--- config.mk ---
export PLATFORM = sky130hd
export DESIGN_NAME = p2s
export DESIGN_NICKNAME = d
export VERILOG_FILES = /design/src/rtl/fft_pkg.sv /design/src/rtl/p2s.sv
export SDC_FILE = /design/constraint.sdc
export NUM_CORES = 1
export LEC_CHECK = 0
export BUFFER_PORTS_ARGS = -buffer_cell sky130_fd_sc_hd__buf_4
export CORE_MARGIN = 4
export CORE_UTILIZATION = 48
export CTS_BUF_LIST = sky130_fd_sc_hd__clkbuf_2 sky130_fd_sc_hd__clkbuf_4 sky130_fd_sc_hd__clkbuf_8
export DETAILED_ROUTE_END_ITERATION = 12
export GPL_ROUTABILITY_DRIVEN = 0
export PLACE_DENSITY = 0.72
export RECOVER_POWER = 50
export SLEW_MARGIN = 25
export SYNTH_ARGS = -nofsm -noshare
export SYNTH_HDL_FRONTEND = slang
export SYNTH_SLANG_ARGS = --single-unit
--- constraint.sdc ---
create_clock -name clk -period 2.3 [get_ports clk]
set_input_delay 0.23 -clock clk [delete_from_list [all_inputs] [get_ports clk]]
set_output_delay 0.23 -clock clk [all_outputs]
set_load 0.01 [all_outputs]
--- src/rtl/fft_pkg.sv ---
// fft_pkg: shared constants and index helpers for the 8-point FFT datapath
package fft_pkg;
  localparam int FFT_N     = 8;
  localparam int FFT_LOG2N = 3;
  localparam int FFT_DW    = 16;

  function automatic logic [FFT_LOG2N-1:0] bitrev3(input logic [FFT_LOG2N-1:0] i);
    return {i[0], i[1], i[2]};
  endfunction
endpackage

--- src/rtl/p2s.sv ---
// p2s: captures an 8-word FFT frame in one cycle and streams it out one word per accepted beat
module p2s
  import fft_pkg::*;
#(
  parameter int DW = FFT_DW,
  parameter int N  = FFT_N
) (
  input  logic          clk,
  input  logic          reset_n,
  input  logic          load,
  input  logic          bitrev_en,
  input  logic [DW-1:0] p_in0,
  input  logic [DW-1:0] p_in1,
  input  logic [DW-1:0] p_in2,
  input  logic [DW-1:0] p_in3,
  input  logic [DW-1:0] p_in4,
  input  logic [DW-1:0] p_in5,
  input  logic [DW-1:0] p_in6,
  input  logic [DW-1:0] p_in7,
  output logic [DW-1:0] s_out,
  output logic          s_valid,
  input  logic          s_ready,
  output logic          s_last,
  output logic          busy,
  output logic          overflow
);
  localparam logic [0:0] IDLE  = 1'b0;
  localparam logic [0:0] SHIFT = 1'b1;

  logic [0:0]           state;
  logic [FFT_LOG2N-1:0] idx;
  logic                 rev;
  logic [DW-1:0]        data [N];
  logic [DW-1:0]        p_in [N];
  logic                 accept;
  logic                 last;
  logic                 capture;
  logic [FFT_LOG2N-1:0] rd_idx;

  assign p_in    = '{p_in0, p_in1, p_in2, p_in3, p_in4, p_in5, p_in6, p_in7};
  assign accept  = (state == SHIFT) && s_ready;
  assign last    = idx == FFT_LOG2N'(N - 1);
  assign capture = load && ((state == IDLE) || (accept && last));

  // serial output is a single mux over the held frame, gated to zero while idle
  always_comb begin
    rd_idx  = rev ? bitrev3(idx) : idx;
    s_valid = state == SHIFT;
    busy    = s_valid;
    s_last  = s_valid && last;
    s_out   = s_valid ? data[rd_idx] : '0;
  end

  // frame capture, beat counting and dropped-load pulse; a load that is not captured leaves the frame intact
  always_ff @(posedge clk or negedge reset_n) begin
    if (!reset_n) begin
      state    <= IDLE;
      idx      <= '0;
      rev      <= 1'b0;
      data     <= '{default: '0};
      overflow <= 1'b0;
    end else begin
      if (capture) begin
        data <= p_in;
        rev  <= bitrev_en;
      end
      state    <= capture ? SHIFT : (accept && last) ? IDLE : state;
      idx      <= capture ? '0 : accept ? idx + FFT_LOG2N'(1) : idx;
      overflow <= load && !capture;
    end
  end
endmodule

Word-level counts from Yosys, hierarchy flattened
Index checks and enable logic that the tools add are counted.
{"block": "totals", "ff_bits": 134, "in_bits": 133, "output_inout_bits": 20, "word_cells": 35}
{"block": "classes", "add_sub_neg": 1, "magnitude_cmp": 1, "eq_ne": 1, "n_mux": 9, "n_bitwise": 2, "n_reduce_logical": 9}
{"operator": "binary-select mux 16 bit (select 3 bit)", "count": 1}
{"operator": "two-way mux 16 bit", "count": 3}
{"operator": "two-way mux 3 bit", "count": 3}
{"operator": "logical AND 1 bit", "count": 5}
{"operator": ">= comparator 4 bit, second input constant", "count": 1}
{"operator": "NOT 3 -> 4 bit", "count": 1}
{"operator": "nonzero test 2 bit", "count": 2}
{"operator": "adder 3 x 1 -> 3 bit, second input constant", "count": 1}
{"operator": "== test 3 bit, second input constant", "count": 1}
{"operator": "two-way mux 1 bit", "count": 2}
{"operator": "logical NOT 1 bit", "count": 1}
{"operator": "logical OR 1 bit", "count": 1}
{"operator": "NOT 1 bit", "count": 1}

Longest topological paths before layout
Gate-level depths: netlist of run 1.
{"block": "depth", "ltp_word": 6, "mapped_depth": 8, "ltp_nobuf": 5}

Least setup slack after synthesis of run 1
Ideal clock, no wire load.
{"block": "synth_timing", "kind": "register to register", "from": "register idx[0]", "to": "register data[0] (netlist bit)", "setup_ps": 128, "arrival_ps": 1746, "t_required_ps": 2172, "path_slack_ps": 427, "stages_incl_launch_ff": 9, "path_buffers": 3, "period_less_slack_ps": 1873, "path_cell_list": "dfrtp_1 > ha_1 > ha_1 > a21boi_1 > nor2b_1 > clkbuf_1 > buf_2 > buf_4 > mux2_1"}
{"block": "synth_between", "elab_chain_len": 4}
{"item": "from (decl)", "line_no": "p2s.sv:31", "rtl": "logic [FFT_LOG2N-1:0] idx;"}
{"item": "from (signal assigned)", "line_no": "p2s.sv:68", "rtl": "idx <= capture ? '0 : accept ? idx + FFT_LOG2N'(1) : idx;"}
{"item": "== test 3 bit", "line_no": "p2s.sv:42", "rtl": "assign last = idx == FFT_LOG2N'(N - 1);"}
{"item": "logical AND 1 bit", "line_no": "p2s.sv:43", "rtl": "assign capture = load && ((state == IDLE) || (accept && last));"}
{"item": "logical OR 1 bit", "line_no": "p2s.sv:43"}
{"item": "logical AND 1 bit", "line_no": "p2s.sv:43"}
{"item": "to (signal assigned)", "line_no": "p2s.sv:64", "rtl": "data <= p_in;"}
{"item": "to (decl)", "line_no": "p2s.sv:33", "rtl": "logic [DW-1:0] data [N];"}
No other way between the ends.
A chain may end at the register's enable or synchronous reset.

Worst setup path in the final report of run 1
{"block": "layout_timing", "from": "register idx[2]", "to": "output s_out[13]"}
{"block": "layout_between", "elab_chain_len": 6}
{"item": "two-way mux 3 bit", "line_no": "p2s.sv:47", "rtl": "rd_idx = rev ? bitrev3(idx) : idx;"}
{"item": "NOT 3 -> 4 bit (implied by the code)", "line_no": "p2s.sv:51", "rtl": "s_out = s_valid ? data[rd_idx] : '0;"}
{"item": "binary-select mux 16 bit (select 3 bit)", "line_no": "p2s.sv:51"}
{"item": "two-way mux 16 bit (implied by the code) (2 in series)", "line_no": "p2s.sv:51"}
{"item": "two-way mux 16 bit", "line_no": "p2s.sv:51"}
{"item": "to (decl)", "line_no": "p2s.sv:20", "rtl": "output logic [DW-1:0] s_out,"}
No other way between the ends. The select of a mux whose other input is x is not followed.

==> out/qor.csv, run 1 <==
metric,value,unit
yosysMostFrequentCell,dfrtp_1,
power.density,1460,nW/um^2
io_buffer_count,152,
dp_cells,863,
path_max_fanout,7,
die_h,128,um
slew_violations,66,
synth_top_area_share,48.5,%
leakagePower,4.55,nW
cp.required,2.07,ns
drt_pass1_iterations,6,
slowest_stage,dfrtp_2,
avgSynthCellArea,12.4,um^2
path_cells,"buf_6, nor3b_4, buf_6, buf_6, a22o_4, o22ai_2, a211oi_2, buf_4",
fin_skew,0.00746,ns
finalSetupViolations,17,
fin_ws,-0.199,ns
ioPinCount,153,
tns,-2.52,ns
hold_path_depth,2,
worstPathBufferInverterCount,4,
rrSetupSlack,-0.01,ns
clkPwrFrac,13.4,%
start_kind,flop,
holdPathEnd,data[88]$_DFFE_PN0P_,
cts_tree,yes,
r2r_start,idx[0]$_DFFE_PN0P_,
synthMuxAreaShare,24.5,%
clockBufferDepth,2,
worstMarginPinSlew,1.66,ns
reg2reg_depth,7,
yosys.area.top_type,dfrtp_1,
path_clk_slew,0.08,ns
synth_edf_count,0,
maxSlewHeadroom,-10.8,%
worstReg2RegEnd,data[0]$_DFFE_PN0P_,
wire_per_inst,21.4,um
synthSimpleGateAreaFrac,4.27,%
layout.cells.non_filler,1002,
netlist_area,6920,um^2
cp_common_cell,buf_6,
crit_path_start,idx[2]$_DFFE_PN0P_,
grt_usage,25.9,%
synth_flop_cell,dfrtp_1,
synthAdderAreaFrac,0.362,%
ys_seq_area_share,48.5,%
vdd_drop_max,0.000856,V
die-area,16400,um^2
hold_path_class,input port to flop,
cp-end-kind,output pin,
max_cap_violations,1,
core_area,14000,um^2
dp_slack,0.0270,ns
async_reset_ff_share,100,%
cts.sinks,134,
post-dp-hpwl,13300,um
overflow,0,
fin_crit_sh,109,%
grt_pass1_vias,6127,
swShare,39.5,%
grt_max_degree,66,
ctsHtreeMaxLevel,4,
switchingPower,5.98,mW
internal-power,9.14,mW
wl,21500,um
antenna_found_initial,0,
cts_made_buffers,17,
max_freq,400,MHz
synth_warnings,0,
netlist_instances,556,
drive_gt1_share,56.7,%
synthTopCellsByArea,"dfrtp_1 48%, mux2_2 20%, a21oi_1 2.5%",
drc,0,
seqPwrFrac,29.0,%
synth_xor_area_share,0.127,%
insertedDiodeCount,0,
cts-root-buf,clkbuf_8,
crit_family,buffers and inverters,
die_w,128,um
synth_top_family_by_area,multiplexers,
yosysUniqueCellTypes,34,
final_hold_viol_count,0,
syn2layout_area_growth,50.1,%
via_count,5858,
outcome,"finished, violations left",
combPwrFrac,57.6,%
hp-start,p_in2[8],
start_util,49.5,%
fin_crit,2.50,ns
path_class,flop to output pin,
syn_nets,691,
worstSkewPairLatency,0.45,ns
violations,"max-capacitance violations, max-slew violations, negative setup slack",
ant_nets,0,
nets,946,
grt_pass1_wl,32600,um
drt-initial-drc-count,601,
rsz0062_at_grt,true,
critPathArrivalTime,2.27,ns
yosys-top-cells-count,"134 x dfrtp_1, 121 x mux2_2, 34 x a21oi_1",
viasPerCell,5.85,
synth_compound_area_share,18.1,%
critPathMaxStageDelay,0.48,ns
ys_ff_latch,134,
rows,43,
what timing repair did:
item                                    CTS  global route
hold buffers                             67            19
setup buffers                            13             6
hold endpoints to repair                129            19
pin swaps                                25            13
cloned                                    5             0
gates resized for setup                 111            38
endpoints found under the setup margin   16           132
sequential cells by signal, summed over array words and instances (netlist names):
register / cells
overflow: 1
rev: 1
data: 128
busy: 1
idx: 3
layout by cell type, fill, tap and decap left out, drive strengths merged, types with 2 or more instances in the layout:
cell type	n
clkinvlp	2
bufinv	3
o31ai	16
buf	192
a21boi	17
a211oi	16
clkbuf	21
dfrtp	134
ha	2
nor2	33
nand2	3
nand3	2
mux2	149
a21bo	16
o2bb2ai	16
a22o	16
a21oi	34
dlygate4sd3	86
clkinv	7
and2	18
a2111oi	16
o22ai	16
worst max path at each step:
stage,endpoint,slack (ns),cells after the start
floorplan,data[0]$_DFFE_PN0P_,0.43,8
global placement,data[61]$_DFFE_PN0P_,0.10,6
detailed placement,data[5]$_DFFE_PN0P_,0.03,6
CTS,s_out[11],-0.16,7
global route,s_out[3],-0.27,7
finish,s_out[13],-0.20,8
layout make-up:
class | instances | area (um^2)
well taps | 180 | 225
clock inverters | 12 | 155
flip-flops and latches | 134 | 3360
multi-input cells | 376 | 3930
repair buffers | 281 | 2460
clock buffers | 18 | 248
fillers | 889 | 3600
inverters | 1 | 5.00
stage by stage:
| step | util (%) | cell area (um^2) | hold slack, ns | power, mW |
|---|---|---|---|---|
| after floorplan | - | 6920 | -0.0656 | 8.36 |
| after global placement | 58.8 | 8230 | 0.260 | 10.3 |
| after detailed placement | 58.8 | 8230 | 0.264 | 10.5 |
| after CTS | 71.3 | 9980 | 0.000132 | 14.3 |
| after global routing | 74.2 | 10400 | -0.00156 | 15.9 |
| final | 74.2 | 10400 | 0.00867 | 15.1 |
routing by layer:
metal | share of wire (%) | GRT usage, % | routed length (um)
met5 | 0 | 0 | 0
met4 | 2.6 | 7.49 | 562
met3 | 6.4 | 5.88 | 1360
met2 | 50 | 43.5 | 10800
met1 | 41 | 33.6 | 8780
power groups by stage:
stage | Combinational (mW) | Sequential [mW] | Clock [mW]
floorplan | 4.39 | 3.97 | 0
global placement | 6.02 | 4.25 | 0
detailed placement | 6.16 | 4.32 | 0
CTS | 7.96 | 4.33 | 2.04
global route | 9.19 | 4.51 | 2.16
finish | 8.72 | 4.38 | 2.03
worst register-to-register path, delay by kind of cell, from the launching register on:
family	cells	cell delay, ns
adders and majority gates	2	0.38
buffers and inverters	2	0.38
AOI/OAI and AO/OA	1	0.43
and+or+nand+nor	1	0.13
muxes	1	0.41
DFF	1	0.46
logic make-up (layout without fill, tap and decap cells):
logic type               Yosys count  in the layout
AO/OA/AOI/OAI                    163            163
XOR/XNOR                           1              1
adder cells (fa/ha/maj)            2              2
buffers and inverters             49            312
flip-flops                       134            134
multiplexers                     147            150
AND/OR/NAND/NOR                   60             60
Power figures use the tool's default switching activity.
==> inputs of run 2 (changes only) <==
- PLACE_DENSITY: 0.72 -> 0.77
==> run 2 against run 1 <==
Compared with the run above: the run still ends with max-capacitance violations, max-slew violations, negative setup slack left; hold slack better by 0.0071 ns; non-clock buffer count is 4 lower; critical path depth down 2; critical endpoint is now s_out[1].
==> out/qor.csv, run 2 (synthesis results as in run 1) <==
metric,value,unit
power,14.5,mW
worstReg2RegEnd,data[17]$_DFFE_PN0P_,
cp.required,2.07,ns
max_freq,394,MHz
final_cell_area,10100,um^2
via_count,5929,
layout_common_cells,"165 x buf_4, 131 x dfrtp_1, 123 x mux2_2",
cts-root-buf,clkbuf_8,
path_class,flop to output pin,
top_register,data,
syn2layout_area_growth,46.7,%
nets,939,
die_w,128,um
critPathArrivalTime,2.31,ns
grt_pass1_vias,5937,
rsz0062_at_grt,true,
overflow,0,
ctsHtreeMaxLevel,4,
drive_gt1_share,54.1,%
reg2reg_depth,7,
grt_pass1_wl,32600,um
place_area,8260,um^2
core_area,14000,um^2
wl,22300,um
leakagePower,4.40,nW
drt_pass1_iterations,5,
cp-end-kind,output pin,
io_buffer_count,152,
ioPinCount,153,
drc,0,
swShare,40.2,%
cts_tree,yes,
violations,"max-capacitance violations, max-slew violations, negative setup slack",
seqPwrFrac,30.6,%
final_hold_viol_count,0,
insertedDiodeCount,0,
ant_nets,0,
wire_per_inst,22.3,um
fin_crit,2.54,ns
vdd_drop_max,0.000806,V
grt_usage,26.0,%
crit_end,s_out[1],
path_clk_slew,0.08,ns
tns,-2.94,ns
post-dp-hpwl,14000,um
outcome,"finished, violations left",
die_h,128,um
worstSkewPairLatency,0.45,ns
maxSlewHeadroom,-13.6,%
crit_path_start,rev$_DFFE_PN0P_,
internal-power,8.69,mW
max_cap_violations,1,
final_common_cell,buf_4,
top_regs,"data x128, idx x3",
hold_path_depth,2,
dp_slack,0.179,ns
start_kind,flop,
hold_path_class,input port to flop,
slew_violations,69,
switchingPower,5.85,mW
rows,43,
dp_cells,863,
path_max_fanout,10,
clkPwrFrac,13.6,%
antenna_found_initial,0,
fin_util,72.5,%
rrSetupSlack,0.07,ns
whs,0.0157,ns
fin_ws,-0.235,ns
fin_skew,0.00883,ns
start_util,49.5,%
combPwrFrac,55.8,%
viasPerCell,5.95,
largest_reg_flops,128,
drt-initial-drc-count,506,
power.density,1430,nW/um^2
worstMarginPinSlew,1.70,ns
r2r_start,idx[1]$_DFFE_PN0P_,
clockBufferDepth,2,
die-area,16400,um^2
finalSetupViolations,16,
layout.cells.non_filler,997,
cts_made_buffers,17,
fin_crit_sh,110,%
grt_max_degree,86,
cts.sinks,134,
[run 2: cell count changes in the layout (fill, tap and decap cells not counted), sizes merged]
cell | previous run | this run
buf | 192 | 180
bufinv | 3 | 2
clkbuf | 21 | 23
clkinv | 7 | 8
clkinvlp | 2 | 3
dlygate4sd3 | 86 | 94
inv | 1 | 0
mux2 | 149 | 146
[run 2: final cells by class]
type                    instances  area (um^2)
fillers                       888         3840
clock buffers                  20          269
flip-flops and latches        134         3360
repair buffers                277         2450
inverters                       1         3.75
multi-input cells             373         3710
clock inverters                12          129
well taps                     180          225
[run 2: per-layer routing]
layer  GRT usage (%)  routed length (um)  share of wire [%]
met5               0                   0                  0
met1            34.1                8730                 39
met3            5.96                1500                6.7
met4            9.55                 677                3.0
met2            42.2               11300                 51
[run 2: how the worst min path moves through the flow]
stage | startpoint | end
floorplan | reset_n | busy$_DFFE_PN0P_
global placement | reset_n | overflow$_DFF_PN0_
detailed placement | reset_n | overflow$_DFF_PN0_
CTS | p_in1[3] | data[99]$_DFFE_PN0P_
global route | p_in5[6] | data[38]$_DFFE_PN0P_
finish | p_in2[7] | data[87]$_DFFE_PN0P_
[run 2: timing repair]
item	4_1_cts	5_1_grt
gates cloned	1	0
endpoints found under the setup margin	16	16
resized for setup	57	55
buffers inserted	5	2
endpoints found under the hold margin	126	32
pin swaps	3	12
hold buffers	62	32
[run 2: worst max-delay path, stage by stage, from the launching register on]
cell,delay [ns]
dfrtp_2,0.46
mux2_4,0.42
buf_12,0.19
mux2_4,0.30
o31ai_2,0.22
a211oi_2,0.09
buf_4,0.16
[run 2: power groups by stage]
stage | combinational [mW] | clock (mW) | sequential, mW
4_1_cts | 7.15 | 2.00 | 4.36
2_1_floorplan | 4.39 | 0 | 3.97
5_1_grt | 8.58 | 2.12 | 4.55
3_3_place_gp | 5.99 | 0 | 4.34
3_5_place_dp | 6.16 | 0 | 4.39
6_report | 8.12 | 1.98 | 4.44
==> inputs of run 3 (changes only) <==
- ABC_AREA: unset -> 1
- CORE_ASPECT_RATIO: unset -> 1.1
- CORE_MARGIN: 4 -> 2
==> run 3 against run 2 <==
Compared with the run above: the flow now finishes without violations; sequential power shrank 12%; clock skew decreased by 0.0035 ns; synthesized cell count increased by 60%; wire length fell by 1.8%; highest routed layer unchanged.
==> out/qor.csv, run 3 <==
metric,value,unit
synthTopCellsByArea,"dfrtp_1 51%, nand2_1 15%, nand3_1 9.7%",
hold_path_class,input port to flop,
nFillCells,1040,
multi_input_area,2630,um^2
worstReg2RegEnd,data[24]$_DFFE_PN0P_,
core_area,13600,um^2
synthAdderAreaFrac,0.377,%
slew_violations,0,
wire_per_inst,16.3,um
top_register,data,
viasPerCell,5.22,
antenna_found_initial,0,
worstSkewPairLatency,0.46,ns
grt_max_degree,50,
synth_flop_cell,dfrtp_1,
grt_pass1_wl,33400,um
ant_nets,0,
fin_skew,0.00530,ns
start_kind,flop,
grt_usage,29.8,%
nets,1274,
netlist_area,6630,um^2
r2r_start,idx[1]$_DFFE_PN0P_,
path_clk_slew,0.08,ns
top_regs,"data x128, idx x3",
path_class,flop to output pin,
vdd_drop_max,0.000736,V
die-area,14800,um^2
power.density,1320,nW/um^2
tns,0,ns
synth_compound_area_share,8.81,%
final_cell_area,9580,um^2
power,12.7,mW
drive_gt1_share,20.4,%
fin_crit_sh,98.9,%
max_cap_violations,0,
synthMuxAreaShare,0,%
ys_ff_latch,134,
final_hold_viol_count,0,
fin_util,70.3,%
path_max_fanout,24,
syn_nets,1022,
rows,45,
yosysUniqueCellTypes,18,
finalSetupViolations,0,
synth_top_family_by_area,simple AND/OR/NAND/NOR gates,
synth_edf_count,0,
synthSimpleGateAreaFrac,29.4,%
maxSlewHeadroom,25.0,%
async_reset_ff_share,100,%
cts_made_buffers,17,
outcome,completed,
avgSynthCellArea,7.48,um^2
largest_reg_flops,128,
die_h,127,um
drt-initial-drc-count,620,
insertedDiodeCount,0,
layout.cells.non_filler,1340,
crit_path_start,rev$_DFFE_PN0P_,
yosysMostFrequentCell,nand2_1,
synth_top_area_share,50.6,%
critPathArrivalTime,2.04,ns
dp_slack,0.293,ns
start_util,48.7,%
synth_warnings,0,
cts-root-buf,clkbuf_8,
ctsHtreeMaxLevel,4,
yosys-top-cells-count,"267 x nand2_1, 134 x dfrtp_1, 128 x nand3_1",
cts_tree,yes,
final_common_cell,nand2_1,
yosys.area.top_type,dfrtp_1,
cp.required,2.07,ns
drt_pass1_iterations,7,
rrSetupSlack,0.35,ns
cp-end-kind,output pin,
synth_xor_area_share,0,%
ioPinCount,153,
overflow,0,
ys_seq_area_share,50.6,%
drc,0,
max_freq,440,MHz
whs,0.00110,ns
dp_cells,1189,
post-dp-hpwl,13300,um
cts.sinks,134,
fin_ws,0.0251,ns
place_area,7930,um^2
netlist_instances,887,
layout_common_cells,"267 x nand2_1, 162 x buf_4, 133 x dfrtp_1",
worstMarginPinSlew,1.13,ns
wl,21900,um
clockBufferDepth,2,
die_w,116,um
crit_end,s_out[11],
grt_pass1_vias,6654,
leakagePower,4.82,nW
io_buffer_count,152,
via_count,6993,
rsz0062_at_grt,true,
syn2layout_area_growth,44.4,%
reg2reg_depth,9,
fin_crit,2.27,ns
seq_area,3350,um^2
run 3: changes by cell type after synthesis, moves of 16 or more:
cell and delta:
nand2_1 +264, nand3_1 +126, mux2_2 -121, o21ai_0 +109, inv_1 +106, a21oi_1 -34
nor2_1 +34, and2_1 -18, a2111oi_0 -16, a211oi_1 -16, a21bo_2 -16, o22ai_1 -16
o2bb2ai_1 -16
run 3: kinds of logic after synthesis:
kind of cell	count (synthesis)
flops	134
fa+ha+maj	2
simple gates	470
buf+inv	165
compound gates	116
run 3: worst min-delay path by stage:
stage | to | cells after the start | startpoint
2_1_floorplan | busy$_DFFE_PN0P_ | 0 | reset_n
3_3_place_gp | data[46]$_DFFE_PN0P_ | 1 | reset_n
3_5_place_dp | data[46]$_DFFE_PN0P_ | 1 | reset_n
4_1_cts | data[14]$_DFFE_PN0P_ | 3 | p_in7[14]
5_1_grt | data[66]$_DFFE_PN0P_ | 3 | p_in3[2]
6_report | data[66]$_DFFE_PN0P_ | 3 | p_in3[2]
run 3: layout make-up:
| cell class | count | area share, % |
|---|---|---|
| Sequential cell | 134 | 35.0 |
| Multi-Input combinational cell | 588 | 27.4 |
| Timing Repair Buffer | 290 | 26.8 |
| Inverter | 107 | 4.32 |
| Clock buffer | 18 | 2.52 |
| Tap cell | 188 | 2.46 |
| Clock inverter | 14 | 1.36 |
| Timing Repair inverter | 1 | 0.0784 |
run 3: per-layer routing:
layer  up-vias  global-route usage, %  part of all wire, %  wire, um
met5         -                      0                    0         0
met4         0                   12.2                  3.5       756
met3        76                   5.83                  7.8      1710
li1       3273                      -                    -         -
met2       397                   48.5                   49     10800
met1      3247                   39.1                   39      8620
run 3: report_power, final:
part	internal (mW)	leakage, nW	switching, mW
clock	0.870	0.175	0.985
sequential	3.50	1.62	0.417
combinational	2.66	3.02	4.25
total	7.03	4.82	5.65
run 3: critical path: stages (launching register included):
cell	delay, ns
dfrtp_2	0.44
inv_2	0.11
nand2_2	0.09
nand2_4	0.13
buf_16	0.19
nand2_1	0.07
nand3_1	0.11
nand2_1	0.07
nor2_1	0.15
nor2_2	0.07
buf_4	0.14
run 3: repair_timing:
item,CTS,global route
hold endpoints to repair,155,0
gates cloned,1,2
gates resized for setup,7,21
buffers inserted,1,0
hold buffers,115,0
pin swaps,0,3
setup endpoints to repair,15,16
